[src/rtl/axis_small_fifo.sv]
// Small AXI-Stream FIFO: circular buffer with a registered occupancy count.
// Define AXIS_SMALL_FIFO_PACKET_MODE_EN to hold output until a whole packet (or a full FIFO) is stored.
module axis_small_fifo #(
    parameter int BUS_WIDTH  = 1,
    parameter int USER_WIDTH = 1,
    parameter int FIFO_DEPTH = 4
) (
    input  logic                          aclk,
    input  logic                          arst,
    input  logic [BUS_WIDTH*8-1:0]        s_axis_tdata,
    input  logic [BUS_WIDTH-1:0]          s_axis_tkeep,
    input  logic [USER_WIDTH-1:0]         s_axis_tuser,
    input  logic                          s_axis_tlast,
    input  logic                          s_axis_tvalid,
    output logic                          s_axis_tready,
    output logic [BUS_WIDTH*8-1:0]        m_axis_tdata,
    output logic [BUS_WIDTH-1:0]          m_axis_tkeep,
    output logic [USER_WIDTH-1:0]         m_axis_tuser,
    output logic                          m_axis_tlast,
    output logic                          m_axis_tvalid,
    input  logic                          m_axis_tready,
    output logic [$clog2(FIFO_DEPTH):0]   data_count
);
    localparam int AW = $clog2(FIFO_DEPTH);
    localparam int DW = BUS_WIDTH * 8;
    localparam logic [AW:0] FULL_CNT = (AW + 1)'(FIFO_DEPTH);

    typedef struct packed {
        logic [DW-1:0]         data;
        logic [BUS_WIDTH-1:0]  keep;
        logic [USER_WIDTH-1:0] user;
        logic                  last;
    } beat_t;

    beat_t         mem_q [FIFO_DEPTH];
    beat_t         wr_beat;
    beat_t         head;
    logic [AW-1:0] wr_ptr_q, wr_ptr_d;
    logic [AW-1:0] rd_ptr_q, rd_ptr_d;
    logic [AW:0]   count_q, count_d;
    logic          wr_en, rd_en;

    assign wr_beat = '{data: s_axis_tdata, keep: s_axis_tkeep, user: s_axis_tuser, last: s_axis_tlast};
    assign head    = mem_q[rd_ptr_q];

    // Full blocks input outright; nothing passes through a full FIFO.
    assign s_axis_tready = count_q < FULL_CNT;
    assign wr_en         = s_axis_tvalid & s_axis_tready;
    assign rd_en         = m_axis_tvalid & m_axis_tready;

    assign m_axis_tdata = head.data;
    assign m_axis_tkeep = head.keep;
    assign m_axis_tuser = head.user;
    assign m_axis_tlast = head.last;
    assign data_count   = count_q;

    always_comb begin
        wr_ptr_d = wr_ptr_q;
        rd_ptr_d = rd_ptr_q;
        count_d  = count_q;
        if (wr_en) wr_ptr_d = wr_ptr_q + 1'b1;
        if (rd_en) rd_ptr_d = rd_ptr_q + 1'b1;
        case ({wr_en, rd_en})
            2'b10:   count_d = count_q + 1'b1;
            2'b01:   count_d = count_q - 1'b1;
            default: count_d = count_q;
        endcase
    end

    always_ff @(posedge aclk) begin
        if (arst) begin
            wr_ptr_q <= '0;
            rd_ptr_q <= '0;
            count_q  <= '0;
        end else begin
            wr_ptr_q <= wr_ptr_d;
            rd_ptr_q <= rd_ptr_d;
            count_q  <= count_d;
        end
    end

    // Storage is deliberately left unreset.
    always_ff @(posedge aclk) begin
        if (wr_en && !arst) mem_q[wr_ptr_q] <= wr_beat;
    end

`ifdef AXIS_SMALL_FIFO_PACKET_MODE_EN
    logic [AW:0] pkt_q, pkt_d;

    always_comb begin
        pkt_d = pkt_q;
        case ({wr_en & s_axis_tlast, rd_en & head.last})
            2'b10:   pkt_d = pkt_q + 1'b1;
            2'b01:   pkt_d = pkt_q - 1'b1;
            default: pkt_d = pkt_q;
        endcase
    end

    always_ff @(posedge aclk) begin
        if (arst) pkt_q <= '0;
        else      pkt_q <= pkt_d;
    end

    // A full FIFO releases regardless, so packets longer than the FIFO cannot deadlock.
    assign m_axis_tvalid = (count_q != '0) && ((pkt_q != '0) || (count_q == FULL_CNT));
`else
    assign m_axis_tvalid = count_q != '0;
`endif
endmodule

[config.mk]
export PLATFORM = sky130hd
export DESIGN_NAME = axis_small_fifo
export DESIGN_NICKNAME = d
export VERILOG_FILES = /design/src/rtl/axis_small_fifo.sv
export SDC_FILE = /design/constraint.sdc
export NUM_CORES = 1
export LEC_CHECK = 0
export BUFFER_PORTS_ARGS = -buffer_cell sky130_fd_sc_hd__buf_2
export CORE_ASPECT_RATIO = 0.6
export CORE_UTILIZATION = 40
export CTS_CLUSTER_DIAMETER = 150
export DETAILED_ROUTE_END_ITERATION = 10
export HOLD_SLACK_MARGIN = 0.12
export SLEW_MARGIN = 20
export SYNTH_ARGS = -nofsm -noshare
export SYNTH_HDL_FRONTEND = slang
export SYNTH_SLANG_ARGS = --single-unit
[constraint.sdc]
create_clock -name aclk -period 2.25 [get_ports aclk]
set_clock_uncertainty 0.05 [all_clocks]
set_input_delay 0.675 -clock aclk [delete_from_list [all_inputs] [get_ports aclk]]
set_output_delay 0.675 -clock aclk [all_outputs]
set_load 0.02 [all_outputs]
==> metrics.yaml <==
status: "complete, no violations"
finalWirelength_um: 3390
hold_class: "flop to flop"
grt-ovfl-total: 0
core_area_mm2: 0.00473
startpoint_type: "flop"
holdWs_ns: 0.471
grt_max_degree: 17
dieArea_mm2: 0.00541
drt-initial-drc-count: 62
dp_hpwl_um: 2270
grt_pass1_vias: 1108
yosys-top-cells-count: "44 x edfxtp_1, 10 x mux4_2, 9 x dfxtp_1, 8 x nor2_1, 7 x inv_1"
drv_slew: 0
p_per_area_mw_per_mm2: 1100
nets: 174
drtAntennaViolNets: 0
synth_nets: 129
ys_ff_latch: 53
post-cts-setup-buffers: 0
die_w_um: 94.3
crit_slowest_cell: "mux4_2"
clk_latency_ns: 0.30
synth_edf_count: 44
power_mw: 2.77
synth.largest_area_cell: "edfxtp_1"
ys_dominant_reg_cell: "edfxtp_1"
yosysWarnings: 0
row_count: 19
max_freq_ghz: 0.448
synthArstFlopShare_pct: 0
r2r-start: "data_count[2]$_SDFFE_PP0P_"
antenna_found_initial: 0
hold_start: "wr_ptr_q[1]$_SDFFE_PP0P_"
clk_pin_slew_worst_paths_ns: 0.09
seq_area_frac_synth_pct: 73.4
relSlewSlack_pct: 77.1
placedInstanceArea_mm2: 0.00234
drive_gt1_share_pct: 39.6
final_cells: 217
viasPerCell: 4.83
synth_most_common_cell: "edfxtp_1"
drc: 0
start_util_pct: 43.2
max_cap_viol_count: 0
final_cell_area_mm2: 0.00252
syn2layout_area_growth_pct: 23.4
setup_ws_ns: 0.0201
placedCellCount: 208
final-hold-violation-count: 0
cts_tree: "yes"
critPathBufInv: 2
setup_violations: 0
leakage_nw: 0.910
cp_slowest_stage_delay_ns: 0.52
cp_top_family: "multiplexers"
vdd_drop_max_uv: 525
grt_first_pass_wirelength_um: 5440
syn-cell-area_mm2: 0.00205
clockBufferDepth: 2
worstPathMaxFanout: 6
drt-wirelength-per-cell_um: 15.6
fin_crit_ns: 2.23
grtUsageTotal_pct: 14.8
synth.area.top_cells: "edfxtp_1 65%, mux4_2 11%, dfxtp_1 8.8%"
gp_congestion: 0.793
rsz0062_at_grt: "yes"
synth_top_area_share_pct: 64.6
clock-sinks: 53
drtPass1Iterations: 4
synth_cells: 108
io_buffer_count: 30
final.setup.tns_ns: 0
fp.dieH_um: 57.4
cts_hold_buf: 0
utilization_pct: 53.4
dpl_worst_slack_ns: -0.0497
diodes: 0
worstMarginPinSlew_ns: 0.338
cts_max_level: 2
period_share_pct: 99.1
critPathCaptureType: "output port"
path_class: "flop to output port"
arrival_ns: 1.50
yosys.cell_types.count: 22
syn_avg_cell_area_um2: 18.9
required_ns: 1.52
cts_root_buffer: "clkbuf_8"
io_pins: 31
cts_buffers: 5
via_count: 1048
crit_chain: "buf_12 > mux4_2 > buf_6"
==> flip-flops by register name, indices dropped and copies added (netlist names), named ones only <==
signal	flops
mem_q	44
data_count	3
rd_ptr_q	2
wr_ptr_q	2
==> worst register-to-register path: stages, from the launching register on <==
cell	delay (ns)
dfxtp_1	0.46
o31a_1	0.20
ha_1	0.18
inv_1	0.05
fa_1	0.37
xor2_1	0.15
or3_1	0.30
a21oi_1	0.13
==> cells in the final DEF (no fill, tap or decap) <==
cell / n
a21oi_1: 3
and2_1: 4
buf_12: 1
buf_16: 1
buf_2: 19
buf_4: 9
buf_6: 11
clkbuf_8: 5
clkinv_1: 1
clkinv_2: 1
clkinv_4: 1
dfxtp_1: 8
dfxtp_4: 1
edfxtp_1: 44
fa_1: 1
ha_1: 5
inv_1: 7
mux4_2: 11
nand2_1: 2
nand3_1: 1
nor2_1: 8
nor2b_2: 1
o21ai_0: 1
o311ai_1: 1
o31a_1: 1
or3_1: 1
xnor2_1: 2
xor2_1: 3
==> per-layer routing <==
| layer | wire length, µm | vias up | global-route usage [%] |
|---|---|---|---|
| met3 | 150 | 2 | 5.07 |
| met2 | 1680 | 18 | 23.5 |
| li1 | - | 499 | - |
| met4 | 25 | 0 | 7.25 |
| met5 | 0 | - | 0 |
| met1 | 1530 | 529 | 18.3 |
==> timing repair <==
| action | 4_1_cts | 5_1_grt |
|---|---|---|
| gates cloned | 1 | 0 |
| endpoints found under the setup margin | 8 | 11 |
| resized for setup | 16 | 10 |
==> cells by family after synthesis <==
family	share of synthesized area [%]
and+or+nand+nor	4.04
muxes	12.3
xor gates and xnor gates	2.14
adders and majority gates	4.04
buffers and inverters	2.26
AOI/OAI and AO/OA	1.83
DFF	73.4
==> power breakdown <==
part           internal (mW)  total [mW]  switching (mW)
Combinational          0.524        1.01           0.482
Clock                  0.215       0.508           0.293
Sequential              1.17        1.25          0.0790
==> final timing paths <==
kind / end / slack (ns) / cells after the start
worst max register to register: data_count[2]$_SDFFE_PP0P_ / 0.29 / 7
worst min-delay path: wr_ptr_q[1]$_SDFFE_PP0P_ / 0.47 / 2
worst min register to register: wr_ptr_q[1]$_SDFFE_PP0P_ / 0.47 / 2
worst max-delay path: m_axis_tdata[2] / 0.02 / 3
==> final cells by class <==
| type | count | area (µm²) |
|---|---|---|
| fill | 387 | 2210 |
| sequential | 53 | 1510 |
| multi-input combinational | 45 | 494 |
| timing repair buffer | 41 | 334 |
| tap | 63 | 78.8 |
| clock buffer | 5 | 68.8 |
| inverter | 7 | 26.3 |
| clock inverter | 3 | 17.5 |
Note: power is estimated with default switching activity, not from simulation.
